`config.mk`:
```
export PLATFORM = sky130hd
export DESIGN_NAME = multiport_memory_unit_flat
export DESIGN_NICKNAME = d
export VERILOG_FILES = /design/src/rtl/multiport_memory_unit_if.sv /design/src/rtl/multiport_memory_unit.sv /design/src/flat_wrapper.sv
export SDC_FILE = /design/constraint.sdc
export NUM_CORES = 1
export LEC_CHECK = 0
export BUFFER_PORTS_ARGS = -buffer_cell sky130_fd_sc_hd__buf_4
export CORE_ASPECT_RATIO = 0.75
export CORE_MARGIN = 2
export CORE_UTILIZATION = 40
export DETAILED_ROUTE_END_ITERATION = 7
export GPL_TIMING_DRIVEN = 1
export PLACE_DENSITY = 0.7
export SKIP_CTS_REPAIR_TIMING = 1
export SYNTH_ARGS = -nofsm -noshare
export SYNTH_HDL_FRONTEND = slang
export SYNTH_SLANG_ARGS = --single-unit
```
`constraint.sdc`:
```
create_clock -name clk -period 13.4 [get_ports clk]
set_input_delay 3.35 -clock clk [delete_from_list [all_inputs] [get_ports clk]]
set_output_delay 3.35 -clock clk [all_outputs]
set_load 0.005 [all_outputs]
```
`src/rtl/multiport_memory_unit_if.sv`:
```
// Client-side bus of multiport_memory_unit: per-port request/op/address/data
// bundles in, per-port done pulses plus the shared err/rdata result out.
interface multiport_memory_unit_if #(
  parameter int unsigned NPORTS = 2,
  parameter int unsigned ADDR_W = 10,
  parameter int unsigned DATA_W = 64
);
  logic [NPORTS-1:0]        req;
  logic [2*NPORTS-1:0]      func;
  logic [NPORTS*ADDR_W-1:0] addr;
  logic [NPORTS*DATA_W-1:0] wdata;
  logic [NPORTS-1:0]        done;
  logic                     err;
  logic [DATA_W-1:0]        rdata;

  modport master (output req, func, addr, wdata, input done, err, rdata);
  modport slave  (input req, func, addr, wdata, output done, err, rdata);
endinterface

```
`src/rtl/multiport_memory_unit.sv`:
```
// Round-robin multi-client cell memory controller over one synchronous RAM.
// Optional garbage-collector handshake on allocation failure: MEM_UNIT_GC_REQ_EN.
module multiport_memory_unit #(
  parameter int unsigned ADDR_W = 10,
  parameter int unsigned DATA_W = 64,
  parameter int unsigned NPORTS = 2
) (
  input  logic                  clk,
  input  logic                  rst,
  multiport_memory_unit_if.slave bus,
  output logic                  ready,
  output logic [ADDR_W-1:0]     free_ptr,
  output logic [ADDR_W-1:0]     mem_addr,
  output logic                  mem_wren,
  output logic [DATA_W-1:0]     mem_wdata,
  input  logic [DATA_W-1:0]     mem_rdata
`ifdef MEM_UNIT_GC_REQ_EN
  ,
  output logic                  gc_req,
  input  logic                  gc_done
`endif
);
  localparam int unsigned PW = (NPORTS > 1) ? $clog2(NPORTS) : 1;
  localparam logic [1:0] OP_GET   = 2'b00;
  localparam logic [1:0] OP_SET   = 2'b01;
  localparam logic [1:0] OP_FREE  = 2'b11;

`ifdef MEM_UNIT_GC_REQ_EN
  typedef enum logic [3:0] {INIT_RD, INIT_WAIT, INIT_CLEAR, INIT_DONE, IDLE,
                            READ_WAIT, READ_CAP, WRITE_DONE, ALLOC, GC_WAIT} state_t;
`else
  typedef enum logic [3:0] {INIT_RD, INIT_WAIT, INIT_CLEAR, INIT_DONE, IDLE,
                            READ_WAIT, READ_CAP, WRITE_DONE, ALLOC} state_t;
`endif

  state_t              state;
  logic [PW-1:0]       last_grant;
  logic [PW-1:0]       port_q;
  logic [1:0]          op_q;
  logic [ADDR_W-1:0]   val_q;
  logic [NPORTS-1:0]   done_q;
  logic                err_q;
  logic [DATA_W-1:0]   rdata_q;

  logic [NPORTS-1:0]   eligible_c;
  logic                grant_vld_c;
  logic [PW-1:0]       grant_c;
  logic [1:0]          sel_func_c;
  logic [ADDR_W-1:0]   sel_addr_c;
  logic [DATA_W-1:0]   sel_wdata_c;
  logic [ADDR_W:0]     sum_c;

  assign bus.done  = done_q;
  assign bus.err   = err_q;
  assign bus.rdata = rdata_q;

  // Round-robin pick: closest eligible port after last_grant wins (descending loop, last write wins).
  always_comb begin
    eligible_c  = bus.req & ~done_q;
    grant_vld_c = 1'b0;
    grant_c     = '0;
    for (int unsigned i = NPORTS; i >= 1; i--) begin
      if (eligible_c[PW'((32'(last_grant) + i) % NPORTS)]) begin
        grant_vld_c = 1'b1;
        grant_c     = PW'((32'(last_grant) + i) % NPORTS);
      end
    end
    sel_func_c  = bus.func[32'(grant_c)*2 +: 2];
    sel_addr_c  = bus.addr[32'(grant_c)*ADDR_W +: ADDR_W];
    sel_wdata_c = bus.wdata[32'(grant_c)*DATA_W +: DATA_W];
    sum_c       = {1'b0, free_ptr} + {1'b0, val_q};
  end

`ifdef MEM_UNIT_GC_REQ_EN
  logic          retried_q;
  logic          free_vld_c;
  logic [PW-1:0] free_c;
  logic [ADDR_W-1:0] free_val_c;

  // While the allocator is parked, a SET_FREE from any other port is serviced in place.
  always_comb begin
    free_vld_c = 1'b0;
    free_c     = '0;
    free_val_c = '0;
    for (int i = int'(NPORTS) - 1; i >= 0; i--) begin
      if (eligible_c[i] && bus.func[2*i +: 2] == OP_FREE && PW'(i) != port_q) begin
        free_vld_c = 1'b1;
        free_c     = PW'(i);
        free_val_c = bus.wdata[i*int'(DATA_W) +: ADDR_W];
      end
    end
  end
`endif

  always_ff @(posedge clk or posedge rst) begin
    if (rst) begin
      state      <= INIT_RD;
      last_grant <= PW'(NPORTS - 1);
      port_q     <= '0;
      op_q       <= '0;
      val_q      <= '0;
      done_q     <= '0;
      err_q      <= 1'b0;
      rdata_q    <= '0;
      ready      <= 1'b0;
      free_ptr   <= '0;
      mem_addr   <= '0;
      mem_wren   <= 1'b0;
      mem_wdata  <= '0;
`ifdef MEM_UNIT_GC_REQ_EN
      gc_req     <= 1'b0;
      retried_q  <= 1'b0;
`endif
    end else begin
      done_q <= '0;
      err_q  <= 1'b0;
      unique case (state)
        INIT_RD: begin
          mem_addr <= '0;
          state    <= INIT_WAIT;
        end
        INIT_WAIT: state <= INIT_CLEAR;
        INIT_CLEAR: begin
          free_ptr  <= mem_rdata[ADDR_W-1:0];
          mem_addr  <= '0;
          mem_wdata <= '0;
          mem_wren  <= 1'b1;
          state     <= INIT_DONE;
        end
        INIT_DONE: begin
          mem_wren <= 1'b0;
          ready    <= 1'b1;
          state    <= IDLE;
        end
        IDLE: begin
          if (grant_vld_c) begin
            last_grant <= grant_c;
            port_q     <= grant_c;
            op_q       <= sel_func_c;
            val_q      <= sel_wdata_c[ADDR_W-1:0];
            ready      <= 1'b0;
`ifdef MEM_UNIT_GC_REQ_EN
            retried_q  <= 1'b0;
`endif
            if (sel_func_c == OP_GET) begin
              mem_addr <= sel_addr_c;
              state    <= READ_WAIT;
            end else if (sel_func_c == OP_SET) begin
              mem_addr  <= sel_addr_c;
              mem_wdata <= sel_wdata_c;
              mem_wren  <= 1'b1;
              state     <= WRITE_DONE;
            end else begin
              state <= ALLOC;
            end
          end
        end
        READ_WAIT: state <= READ_CAP;
        READ_CAP: begin
          rdata_q        <= mem_rdata;
          done_q[port_q] <= 1'b1;
          ready          <= 1'b1;
          state          <= IDLE;
        end
        WRITE_DONE: begin
          mem_wren       <= 1'b0;
          done_q[port_q] <= 1'b1;
          ready          <= 1'b1;
          state          <= IDLE;
        end
        ALLOC: begin
          if (op_q == OP_FREE) begin
            free_ptr       <= val_q;
            rdata_q        <= '0;
            done_q[port_q] <= 1'b1;
            ready          <= 1'b1;
            state          <= IDLE;
          end else if (!sum_c[ADDR_W]) begin
            rdata_q        <= DATA_W'(free_ptr);
            free_ptr       <= sum_c[ADDR_W-1:0];
            done_q[port_q] <= 1'b1;
            ready          <= 1'b1;
            state          <= IDLE;
          end
`ifdef MEM_UNIT_GC_REQ_EN
          else if (!retried_q) begin
            gc_req <= 1'b1;
            state  <= GC_WAIT;
          end
`endif
          else begin
            rdata_q        <= '0;
            err_q          <= 1'b1;
            done_q[port_q] <= 1'b1;
            ready          <= 1'b1;
            state          <= IDLE;
          end
        end
`ifdef MEM_UNIT_GC_REQ_EN
        GC_WAIT: begin
          if (free_vld_c) begin
            free_ptr       <= free_val_c;
            rdata_q        <= '0;
            done_q[free_c] <= 1'b1;
          end
          if (gc_done) begin
            gc_req    <= 1'b0;
            retried_q <= 1'b1;
            state     <= ALLOC;
          end
        end
`endif
        default: state <= INIT_RD;
      endcase
    end
  end
endmodule

```
`src/flat_wrapper.sv`:
```
// flat-port wrapper written by rule: the top's interface ports become plain ports
module multiport_memory_unit_flat 
#(
  parameter int unsigned ADDR_W = 10,
  parameter int unsigned DATA_W = 64,
  parameter int unsigned NPORTS = 2
)
  (clk, rst, ready, free_ptr, mem_addr, mem_wren, mem_wdata, mem_rdata, bus_req, bus_func, bus_addr, bus_wdata, bus_done, bus_err, bus_rdata);
  multiport_memory_unit_if #(.NPORTS(NPORTS), .ADDR_W(ADDR_W), .DATA_W(DATA_W)) bus_i ();
  input  logic clk;
  input  logic rst;
  output logic ready;
  output logic [ADDR_W-1:0] free_ptr;
  output logic [ADDR_W-1:0] mem_addr;
  output logic mem_wren;
  output logic [DATA_W-1:0] mem_wdata;
  input  logic [DATA_W-1:0] mem_rdata;
  input wire logic [$bits(bus_i.req)-1:0] bus_req;
  input wire logic [$bits(bus_i.func)-1:0] bus_func;
  input wire logic [$bits(bus_i.addr)-1:0] bus_addr;
  input wire logic [$bits(bus_i.wdata)-1:0] bus_wdata;
  output wire logic [$bits(bus_i.done)-1:0] bus_done;
  output wire logic [$bits(bus_i.err)-1:0] bus_err;
  output wire logic [$bits(bus_i.rdata)-1:0] bus_rdata;
  assign bus_i.req = bus_req;
  assign bus_i.func = bus_func;
  assign bus_i.addr = bus_addr;
  assign bus_i.wdata = bus_wdata;
  assign bus_done = bus_i.done;
  assign bus_err = bus_i.err;
  assign bus_rdata = bus_i.rdata;
  multiport_memory_unit #(.ADDR_W(ADDR_W), .DATA_W(DATA_W), .NPORTS(NPORTS)) u_core (.clk(clk), .rst(rst), .bus(bus_i), .ready(ready), .free_ptr(free_ptr), .mem_addr(mem_addr), .mem_wren(mem_wren), .mem_wdata(mem_wdata), .mem_rdata(mem_rdata));
endmodule
```
# Yosys cells after proc, flatten, opt, wreduce, memory -nomap -nowiden
# Index checks and enable logic that the tools add are counted.
totals:
  register_bits: 171
  ram_bits: 0
  in_bits: 220
  memories: 0
  elab_cells: 98
  rom_bits: 0
  latchBits: 0
  out_inout_bits: 153
op_classes:
  n_bitwise: 2
  addsub: 3
  shifts: 3
  mux: 38
  order_cmp: 4
  n_reduce_logical: 19
  mul: 1
  n_div: 0
  n_eq_ne: 15
op_table:
  columns: ["operator", "n"]
  rows:
  - ["$mux 64", 4]
  - ["$pmux 64 s2", 2]
  - ["$shiftx 128x8->64", 1]
  - ["$mux 10", 6]
  - ["$pmux 10 s2", 2]
  - ["$pmux 4 s6", 1]
  - ["$shiftx 20x6->10", 1]
  - ["$eq 4x3->1 const B", 4]
  - ["$mux 1", 16]
  - ["$mux 4", 3]
  - ["$add 10x10->11", 1]
  - ["$reduce_bool 2->1", 5]
  - ["$eq 4x2->1 const B", 2]
  - ["$reduce_and 4->1", 2]
  - ["$lt 1x2->1 const B", 3]
  - ["$reduce_and 2->1", 3]
  - ["$eq 4x1->1 const B", 1]
  - ["$eq 4x4->1 const B", 1]
  - ["$logic_not 4->1", 1]
  - ["$mul 1x3->4 const B", 1]
  - ["$ne 2x1->1 const B", 2]
  - ["$reduce_or 2->1", 2]
  - ["$reduce_or 4->1", 1]
  - ["$shiftx 4x3->2", 1]
  - ["18 further kinds", 19]

# Logic depth before layout (Yosys ltp)
# Gate-level depths: netlist of the first run.
depth:
  ltp_word: 12
  mapped_depth: 10
  ltp_nobuf: 8

# Worst setup path after synthesis of the first run
# Ideal clock, no wire load.
synth_path:
  path_kind: "input -> register"
  from: "input bus_req[1]"
  to: "register u_core.mem_wdata[41]"
  path_buffers: 2
  setup_time_ns: 0.132
  t_required_ns: 13.268
  setup_slack_ns: 8.720
  path_stages: 8
  arrival_time_ns: 4.548
  cell_sequence: "nand2b_1 o21bai_1 buf_2 mux2i_1 a31o_2 nand2_1 buf_2 o2bb2ai_1"
synth_via:
  elab_chain_cells: 10
  word_cells_on_any_way: 21
  classes_between: "4 x eq/ne; 2 x shift; 12 x mux; 1 x bitwise; 2 x reduce/logical"
synth_lines:
  columns: ["item", "line", "text"]
  rows:
  - ["start, declared", "flat_wrapper.sv:18", "input wire logic [$bits(bus_i.req)-1:0] bus_req;"]
  - ["$and 2x2->2 *", "multiport_memory_unit.sv:59", "eligible_c = bus.req & ~done_q;"]
  - ["$mux 1 (implied by the code) (2 in a row)", "multiport_memory_unit.sv:63", "if (eligible_c[PW'((32'(last_grant) + i) % NPORTS)]) begin"]
  - ["$mux 1 (2 in a row)", "multiport_memory_unit.sv:63", null]
  - ["$shiftx 128x8->64", "multiport_memory_unit.sv:70", "sel_wdata_c = bus.wdata[32'(grant_c)*DATA_W +: DATA_W];"]
  - ["$mux 64", "multiport_memory_unit.sv:148", "end else if (sel_func_c == OP_SET) begin"]
  - ["$mux 64", "multiport_memory_unit.sv:145", "if (sel_func_c == OP_GET) begin"]
  - ["$mux 64", "multiport_memory_unit.sv:136", "if (grant_vld_c) begin"]
  - ["$pmux 64 s2", "multiport_memory_unit.sv:117", "unique case (state)"]
  - ["end signal, assigned", "multiport_memory_unit.sv:150", "mem_wdata <= sel_wdata_c;"]
  - ["end, declared", "multiport_memory_unit.sv:15", "output logic [DATA_W-1:0] mem_wdata,"]
# Every way passes the cells marked *; elsewhere a longest branch is shown, timed or not. The select of a mux whose other input is x is not followed.
# A chain may end at the register's enable or synchronous reset.

# Worst setup path in the final report of the first run
layout_path:
  from: "input bus_req[0]"
  to: "register u_core.mem_wdata[26]"
# Same word-level chain as after synthesis.

==> reports/qor.csv, run 1 <==
stage;metric;value;unit
outcome;outcome;finished, final reports clean;
timing;setup TNS;0;ps
routing;Total Wirelength;24450;um
routing;Via Count;7092;
layout;Finished Core Util;59.55;%
power_and_ir_drop;pwr/cell area;227.5;nW/um2
setup_path;Critical-path top delay cell;sky130_fd_sc_hd__buf_4;
timing;endpoints failing setup;0;
synthesis;Post-Synthesis Cells;770;
synthesis;register bit total from synthesis;171;
setup_path;kind of start point of the critical path;input pin;
setup_path;CP startpoint;bus_req[0];
routing;Residual DRC;0;
timing;final clock period utilization by the worst path;37.82;%
synthesis;fraction of the yosys area taken by sequential cells;54.09;%
synthesis;post-synthesis cell area;7914;um2
synthesis;Syn Area/Cell;10.28;um2
timing;RSZ-0062 raised after global routing;no;
routing;detailed-routing iteration count for the pre-antenna-repair pass;5;
global_route;largest net degree at the start of global routing;66;
floorplan;die area;20940;um2
setup_path;kind of end point of the critical path;register;
layout;count of fill cells added during filler insertion;1728;
cts;clock tree from TritonCTS;done;
synthesis;number of warnings issued by yosys;0;
layout;final instance count without filler cells;1385;
placement;standard cell area after detailed placement;10900;um2
floorplan;number of I/O pins;373;
cts;H-tree lvl count;4;
setup_path;Critical Path Max Stage Delay;720;ps
setup_path;startpoint of the lowest-slack register-to-register path;u_core.state[0];
timing;Final WS setup;8333;ps
global_route;antenna violations before repair;0;
power_and_ir_drop;maximum VDD drop;0.0001078;V
global_route;Tot GR Track Use;22.96;%
routing;number of nets with antenna violations after routing;0;
cts;clk sinks;171;
setup_path;RR Endpoint;u_core.free_ptr[9];
timing;final hold viol count;0;
global_route;via count of the first global-routing pass;7142;
cts;Num CTS Buffers;17;
cts;clock-pin slew on the worst setup and hold paths;70;ps
setup_path;cell type with the highest occurrence count on the critical path;sky130_fd_sc_hd__buf_4;
cts;largest buffer count on any clock path;2;
setup_path;Critical Setup Path Class;in2reg;
setup_path;Arrival @ worst endpoint;5340;ps
cts;Worst-Skew Late Latency;430;ps
timing;final clock skew;11.39;ps
setup_path;crit path to;u_core.mem_wdata[26];
setup_path;flop2flop setup slack;10380;ps
min_path;HP Class;reg2reg;
routing;number of DRC markers in iteration 0;391;
floorplan;die extent in y;125.8;um
global_route;first-pass GRT wire length;38360;um
placement;Post-Place Cells;1353;
timing;Worst Max-Slew Pin Slew;1089;ps
floorplan;Starting Density;40.84;%
layout;total inserted antenna cells;0;
layout;nets@finish;1350;
cts;cell chosen for the clock root;sky130_fd_sc_hd__clkbuf_16;
synthesis;number of distinct library cell variants in the gate-level netlist after synthesis;48;
global_route;total overflow reported by the global router;0;
placement;quantity of I/O buffers inserted on ports;372;
timing;Max Fclk;197.3;MHz
timing;Max-slew headroom;27.11;%
setup_path;required time worst endpoint;13670;ps
floorplan;number of standard-cell rows in the floorplan;44;
placement;worst setup slack before clock tree synthesis;7885;ps
power_and_ir_drop;LEAKAGE;5.886;nW
layout;signed area change from the synthesized netlist to the final layout;45.82;%
setup_path;worst reg-to-reg path cell count;8;
placement;Final GP Congestion;0.8529;
floorplan;Chip Width;166.4;um
floorplan;core region area;19380;um2
timing;max-slew violation total from the final report;0;
timing;minimum period implied by the final worst setup slack;5067;ps
layout;fraction of final layout cells sized beyond drive strength 1;37.81;%
run;max-capacitance violation count;0;
synthesis;synthesized netlist net count;1001;
power_and_ir_drop;sum of internal, switching and leakage power;2.625;mW
setup_path;cell-by-cell listing of the critical path;buf_4 > nand2b_1 > o21bai_4 > buf_4 > buf_4 > mux2i_1 > o2bb2ai_1;
routing;post-DR vias/cell;5.121;
timing;worst hold slack across all endpoints;463.2;ps
layout;Non-Filler Cell Area, Final;11540;um2
routing;post-detailed-route wirelength per cell;17.66;um
setup_path;maximum fanout along the worst path;48;
placement;detailed-placement wirelength estimate;17730;um
[routing by layer]
metal,part of all wire (%),global-route usage (%)
met4,2.9,8.773
met5,0,0
met2,47,36.49
met3,6.0,5.311
met1,45,30.81
[state kept, by name, summed over array words and instances (netlist names), 2 cells and up]
signal            cells
u_core.bus.done       2
u_core.bus.rdata     64
u_core.free_ptr      10
u_core.mem_addr      10
u_core.mem_wdata     64
u_core.op_q           2
u_core.state          4
u_core.val_q         10
[layout make-up]
cell class              instances  area (um2)  area share, %
clock buffers                  17       425.4          3.686
clock inverters                15       211.5          1.832
inverters                       8       35.03         0.3036
multi-input cells             539        3403          29.49
flip-flops and latches        171        4280          37.09
well taps                     253       316.6          2.743
repair buffers                382        2868          24.85
[critical path: cells and delay by family]
family                 cells  cell delay (ps)
AOI/OAI and AO/OA          2              230
buffers and inverters      3             1280
muxes                      1              280
and+or+nand+nor            1              100
[cells in the mapped netlist, drive strengths merged]
cell type | count | area share [%]
a2111oi | 1 | 0.35
a211oi | 3 | 0.35
a21boi | 1 | 0.095
a21o | 2 | 0.19
a21oi | 81 | 5.1
a221oi | 1 | 0.11
a22o | 2 | 0.22
a22oi | 2 | 0.19
a2bb2oi | 1 | 0.11
a311oi | 1 | 0.11
a31o | 3 | 0.33
a31oi | 1 | 0.079
and2 | 5 | 0.40
and3 | 2 | 0.16
buf | 18 | 1.2
clkbuf | 34 | 1.6
dfrtp | 170 | 54
dfstp | 1 | 0.33
fa | 1 | 0.25
ha | 10 | 1.6
inv | 8 | 0.38
mux2i | 78 | 9.9
nand2 | 163 | 7.7
nand2b | 5 | 0.40
nand3 | 5 | 0.32
nand4 | 2 | 0.16
nor2 | 29 | 1.4
nor3 | 3 | 0.19
nor4bb | 1 | 0.13
o2111ai | 1 | 0.11
o211a | 1 | 0.13
o211ai | 5 | 0.54
o21ai | 40 | 2.5
o21bai | 2 | 0.19
o22ai | 1 | 0.079
o2bb2ai | 64 | 7.1
o31a | 1 | 0.11
o31ai | 11 | 1.0
or2 | 1 | 0.079
or3 | 1 | 0.079
xnor2 | 3 | 0.33
xor2 | 5 | 0.55
[logic make-up (layout without fill, tap and decap cells)]
group           count (synthesis)  in the layout  synth area share, %
mux                            78             78                9.866
buf+inv                        60            422                3.225
flops                         171            171                54.09
xor+xnor                        8              8               0.8854
compound gates                225            225                19.07
simple gates                  217            217                11.04
fa+ha+maj                      11             11                1.834
[cell usage in the layout, fill, tap and decap left out, types with 3 or more instances in the layout]
| master | instances |
|---|---|
| sky130_fd_sc_hd__o2bb2ai_1 | 64 |
| sky130_fd_sc_hd__o21ai_0 | 32 |
| sky130_fd_sc_hd__o211ai_1 | 4 |
| sky130_fd_sc_hd__ha_1 | 10 |
| sky130_fd_sc_hd__o21ai_1 | 8 |
| sky130_fd_sc_hd__inv_1 | 7 |
| sky130_fd_sc_hd__nor3_1 | 3 |
| sky130_fd_sc_hd__clkbuf_16 | 17 |
| sky130_fd_sc_hd__nand2b_1 | 5 |
| sky130_fd_sc_hd__dfrtp_1 | 170 |
| sky130_fd_sc_hd__buf_4 | 382 |
| sky130_fd_sc_hd__o31ai_1 | 11 |
| sky130_fd_sc_hd__mux2i_1 | 78 |
| sky130_fd_sc_hd__nand2_1 | 161 |
| sky130_fd_sc_hd__and2_1 | 5 |
| sky130_fd_sc_hd__xnor2_1 | 3 |
| sky130_fd_sc_hd__nand3_1 | 5 |
| sky130_fd_sc_hd__inv_6 | 4 |
| sky130_fd_sc_hd__a21oi_1 | 81 |
| sky130_fd_sc_hd__xor2_1 | 5 |
| sky130_fd_sc_hd__bufinv_16 | 4 |
| sky130_fd_sc_hd__nor2_1 | 27 |
[worst min path at each step]
stage,cells after the start,slack (ps),to,startpoint
global placement,1,450,u_core.bus.done[0],u_core.port_q
CTS,1,460,u_core.bus.done[0],u_core.port_q
floorplan,1,410,u_core.bus.done[0],u_core.port_q
finish,1,460,u_core.bus.done[0],u_core.port_q
detailed placement,1,450,u_core.bus.done[0],u_core.port_q
global route,1,490,u_core.bus.done[0],u_core.port_q
[report_power, final]
part	internal, mW	switching, mW	leakage (nW)	total, mW
sequential	0.752	0.164	2.20	0.917
clock	0.317	0.220	0.308	0.536
combinational	0.592	0.580	3.38	1.17
total	1.66	0.965	5.89	2.62
Note: power is estimated with default switching activity, not from simulation.
==> inputs of run 2 (changes only) <==
--- a/config.mk
+++ b/config.mk
@@ -5,13 +5,14 @@
 export SDC_FILE = /design/constraint.sdc
 export NUM_CORES = 1
 export LEC_CHECK = 0
+export ABC_AREA = 1
 export BUFFER_PORTS_ARGS = -buffer_cell sky130_fd_sc_hd__buf_4
 export CORE_ASPECT_RATIO = 0.75
 export CORE_MARGIN = 2
 export CORE_UTILIZATION = 40
 export DETAILED_ROUTE_END_ITERATION = 7
 export GPL_TIMING_DRIVEN = 1
-export PLACE_DENSITY = 0.7
+export PLACE_DENSITY = 0.72
 export SKIP_CTS_REPAIR_TIMING = 1
 export SYNTH_ARGS = -nofsm -noshare
 export SYNTH_HDL_FRONTEND = slang
==> constraint.sdc (replaced) <==
create_clock -name clk -period 4.5 [get_ports clk]
set_input_delay 1.125 -clock clk [delete_from_list [all_inputs] [get_ports clk]]
set_output_delay 1.125 -clock clk [all_outputs]
set_load 0.005 [all_outputs]
==> run 2 against run 1 <==
Net effect:
- count of clock-buffer cells in the layout is 1 higher
- clock skew increased by 5.5 ps
- design area is 2.0% higher
- final cell count grew 18%
- non-clock buffer count grew 1
- critical path depth increased by 1
- sequential power grew to 3.0 times the previous value
==> reports/qor.csv, run 2 <==
stage;metric;value;unit;change
outcome;outcome;finished, final reports clean;;unchanged
setup_path;cell type with the highest occurrence count on the critical path;sky130_fd_sc_hd__nor2_1;;was sky130_fd_sc_hd__buf_4
floorplan;core region area;20210;um2;was 19,380 um2
floorplan;Chip Width;169.9;um;was 166.4 um
timing;Worst Max-Slew Pin Slew;918.7;ps;was 1089 ps
power_and_ir_drop;pwr/cell area;676.2;nW/um2;was 227.5 nW/um2
floorplan;number of standard-cell rows in the floorplan;45;;was 44
routing;number of nets with antenna violations after routing;0;;unchanged
layout;nets@finish;1591;;was 1,350
global_route;Tot GR Track Use;24.01;%;was 22.96%
synthesis;list of most frequent post-synthesis cells;sky130_fd_sc_hd__nand2_1 (419), sky130_fd_sc_hd__dfrtp_1 (170), sky130_fd_sc_hd__o21ai_1 (69);;was sky130_fd_sc_hd__dfrtp_1 (170), sky130_fd_sc_hd__nand2_1 (163), sky130_fd_sc_hd__a21oi_1 (81)
synthesis;synthesized netlist net count;1246;;was 1,001
routing;Via Count;8081;;was 7,092
layout;area used by multi-input combinational logic;3526;um2;was 3403 um2
synthesis;post-synthesis cell area;8255;um2;was 7914 um2
cts;Num CTS Buffers;17;;unchanged
global_route;antenna violations before repair;0;;unchanged
layout;top library cells by usage in the layout, fill and taps aside;sky130_fd_sc_hd__nand2_1 (419), sky130_fd_sc_hd__buf_4 (380), sky130_fd_sc_hd__dfrtp_1 (170);;was sky130_fd_sc_hd__buf_4 (382), sky130_fd_sc_hd__dfrtp_1 (170), sky130_fd_sc_hd__nand2_1 (161)
layout;most common cell after layout, fill and taps aside;sky130_fd_sc_hd__nand2_1;;was sky130_fd_sc_hd__buf_4
cts;largest buffer count on any clock path;2;;unchanged
placement;worst setup slack before clock tree synthesis;1510;ps;was 7885 ps
placement;Post-Place Cells;1599;;was 1,353
synthesis;async set or reset register ratio after synthesis;100.0;%;unchanged
routing;number of DRC markers in iteration 0;676;;was 391
timing;Final WS setup;1625;ps;was 8333 ps
timing;Max Fclk;347.8;MHz;
routing;detailed-routing iteration count for the pre-antenna-repair pass;5;;unchanged
synthesis;Post-Synthesis Cells;1015;;was 770
routing;post-detailed-route wirelength per cell;16.28;um;was 17.66 um
floorplan;Starting Density;40.84;%;about the same
cts;clock-pin slew on the worst setup and hold paths;70;ps;about the same
floorplan;die extent in y;128.4;um;was 125.8 um
power_and_ir_drop;LEAKAGE;6.306;nW;was 5.886 nW
synthesis;number of enable flip-flop cells after synthesis;0;;unchanged
setup_path;kind of end point of the critical path;register;;unchanged
placement;Final GP Congestion;0.8887;;was 0.8529
layout;final instance count without filler cells;1630;;was 1,385
layout;total inserted antenna cells;0;;unchanged
timing;max-slew violation total from the final report;0;;unchanged
timing;endpoints failing setup;0;;unchanged
synthesis;register bit total from synthesis;171;;unchanged
setup_path;maximum fanout along the worst path;66;;was 48
cts;clk sinks;171;;unchanged
power_and_ir_drop;sum of internal, switching and leakage power;7.961;mW;was 2.625 mW
layout;fraction of final layout cells sized beyond drive strength 1;32.36;%;was 37.81%
setup_path;Arrival @ worst endpoint;3210;ps;was 5340 ps
synthesis;area share of the largest cell type after synthesis;51.53;%;was 53.75%
timing;final hold viol count;0;;unchanged
timing;Max-slew headroom;38.62;%;was 27.11%
cts;H-tree lvl count;4;;unchanged
run;max-capacitance violation count;0;;unchanged
synthesis;most repeated cell in the gate-level netlist after synthesis;sky130_fd_sc_hd__nand2_1;;was sky130_fd_sc_hd__dfrtp_1
layout;signed area change from the synthesized netlist to the final layout;42.62;%;was 45.82%
setup_path;cell-by-cell listing of the critical path;nor2_1 > nand3_1 > inv_2 > buf_4 > nand2_1 > inv_1 > nor2_1 > a31oi_1;;was buf_4 > nand2b_1 > o21bai_4 > buf_4 > buf_4 > mux2i_1 > o2bb2ai_1
synthesis;top_reg_cell synth;sky130_fd_sc_hd__dfrtp_1;;unchanged
routing;Residual DRC;0;;unchanged
timing;final clock skew;16.90;ps;was 11.39 ps
setup_path;Critical Path Max Stage Delay;560;ps;was 720 ps
layout;Sequential cell area;4280;um2;unchanged
timing;RSZ-0062 raised after global routing;no;;unchanged
synthesis;Syn Area/Cell;8.133;um2;was 10.28 um2
setup_path;kind of start point of the critical path;register;;was input pin
placement;quantity of I/O buffers inserted on ports;372;;unchanged
global_route;largest net degree at the start of global routing;81;;was 66
setup_path;Critical-path top delay cell;sky130_fd_sc_hd__buf_4;;unchanged
routing;Total Wirelength;26530;um;was 24,450 um
setup_path;required time worst endpoint;4830;ps;was 13,670 ps
synthesis;post-synth top area cell;sky130_fd_sc_hd__dfrtp_1;;unchanged
timing;setup TNS;0;ps;unchanged
min_path;HP Class;reg2reg;;unchanged
synthesis;number of distinct library cell variants in the gate-level netlist after synthesis;41;;was 48
layout;count of fill cells added during filler insertion;1818;;was 1,728
cts;cell chosen for the clock root;sky130_fd_sc_hd__clkbuf_16;;unchanged
power_and_ir_drop;maximum VDD drop;0.0002906;V;was 0.0001078 V
routing;post-DR vias/cell;4.958;;was 5.121
global_route;total overflow reported by the global router;0;;unchanged
placement;detailed-placement wirelength estimate;20040;um;was 17,730 um
timing;minimum period implied by the final worst setup slack;2875;ps;
global_route;via count of the first global-routing pass;7597;;was 7,142
timing;final clock period utilization by the worst path;63.90;%;
synthesis;main area contributors after synthesis;sky130_fd_sc_hd__dfrtp_1 (52%), sky130_fd_sc_hd__nand2_1 (19%), sky130_fd_sc_hd__a22o_1 (5.7%);;was sky130_fd_sc_hd__dfrtp_1 (54%), sky130_fd_sc_hd__mux2i_1 (9.9%), sky130_fd_sc_hd__nand2_1 (7.7%)
floorplan;die area;21820;um2;was 20,940 um2
synthesis;number of warnings issued by yosys;0;;unchanged
synthesis;fraction of the yosys area taken by sequential cells;51.85;%;was 54.09%
setup_path;Critical Setup Path Class;reg2reg;;was in2reg
global_route;first-pass GRT wire length;40810;um;was 38,360 um
cts;clock tree from TritonCTS;done;;unchanged
cts;Worst-Skew Late Latency;430;ps;about the same
floorplan;number of I/O pins;373;;unchanged
run 2: cell types whose count changed in the layout (fill, tap and decap cells not counted), moves of 15 or more:
| cell | change |
|---|---|
| sky130_fd_sc_hd__nand2_1 | +258 |
| sky130_fd_sc_hd__mux2i_1 | -77 |
| sky130_fd_sc_hd__o2bb2ai_1 | -64 |
| sky130_fd_sc_hd__o21ai_1 | +61 |
| sky130_fd_sc_hd__a21oi_1 | -60 |
| sky130_fd_sc_hd__a22o_1 | +52 |
| sky130_fd_sc_hd__nor2_1 | +38 |
| sky130_fd_sc_hd__inv_1 | +27 |
| sky130_fd_sc_hd__nand3_1 | +15 |
run 2: final cells by class:
cell class              count  area share (%)
multi-input cells         739           29.95
well taps                 258           2.742
repair buffers            383           24.74
clock inverters            13          0.9245
flip-flops and latches    171           36.35
inverters                  48           1.562
clock buffers              18           3.730
run 2: logic make-up after synthesis:
kind of cell | after synthesis | synth area share (%)
adders and majority gates | 11 | 1.758
and+or+nand+nor | 527 | 25.08
DFF | 171 | 51.85
xor gates and xnor gates | 2 | 0.2122
buffers and inverters | 105 | 5.684
AOI/OAI and AO/OA | 198 | 15.29
muxes | 1 | 0.1213
run 2: report_power, final:
part | switching, mW | internal (mW) | leakage [nW] | total, mW
clock network | 0.649 | 0.734 | 0.268 | 1.38
registers | 0.490 | 2.25 | 2.20 | 2.74
logic | 2.10 | 1.74 | 3.84 | 3.84
run 2: layer usage:
| layer | wire (um) | global-route usage [%] | vias up |
|---|---|---|---|
| met5 | 0 | 0 | - |
| met2 | 12430 | 38.70 | 301 |
| met3 | 2045 | 6.398 | 34 |
| met1 | 11390 | 31.66 | 3748 |
| li1 | - | - | 3998 |
| met4 | 662 | 8.296 | 0 |
run 2: stage by stage:
step / area (um2) / hold WS [ps] / util [%]
final: 11770 / 432.0 / 58.25
after global routing: 11770 / 443.8 / 58.25
after CTS: 11770 / 429.9 / 58.25
after detailed placement: 11230 / 412.9 / 55.54
after global placement: 11230 / 404.6 / 55.54
after floorplan: 8259 / 399.5 / -
run 2: worst max-delay path: cells and delay by family, from the launching register on:
kind                   cells  cell delay (ps)
buffers and inverters      3             1180
AND/OR/NAND/NOR            4              990
flip-flops                 1              460
AO/OA/AOI/OAI              1              170
run 2: worst paths after layout:
check                                start  slack [ps]  cells past startpoint                   end
max                        u_core.state[0]        1620                      8        u_core.op_q[0]
min                          u_core.port_q         430                      1    u_core.bus.done[0]
max reg2reg                u_core.state[0]        1620                      8        u_core.op_q[0]
min reg2reg                  u_core.port_q         430                      1    u_core.bus.done[0]
max in group asynchronous              rst        2710                      3     u_core.last_grant
min in group asynchronous              rst         890                      2  u_core.bus.rdata[47]
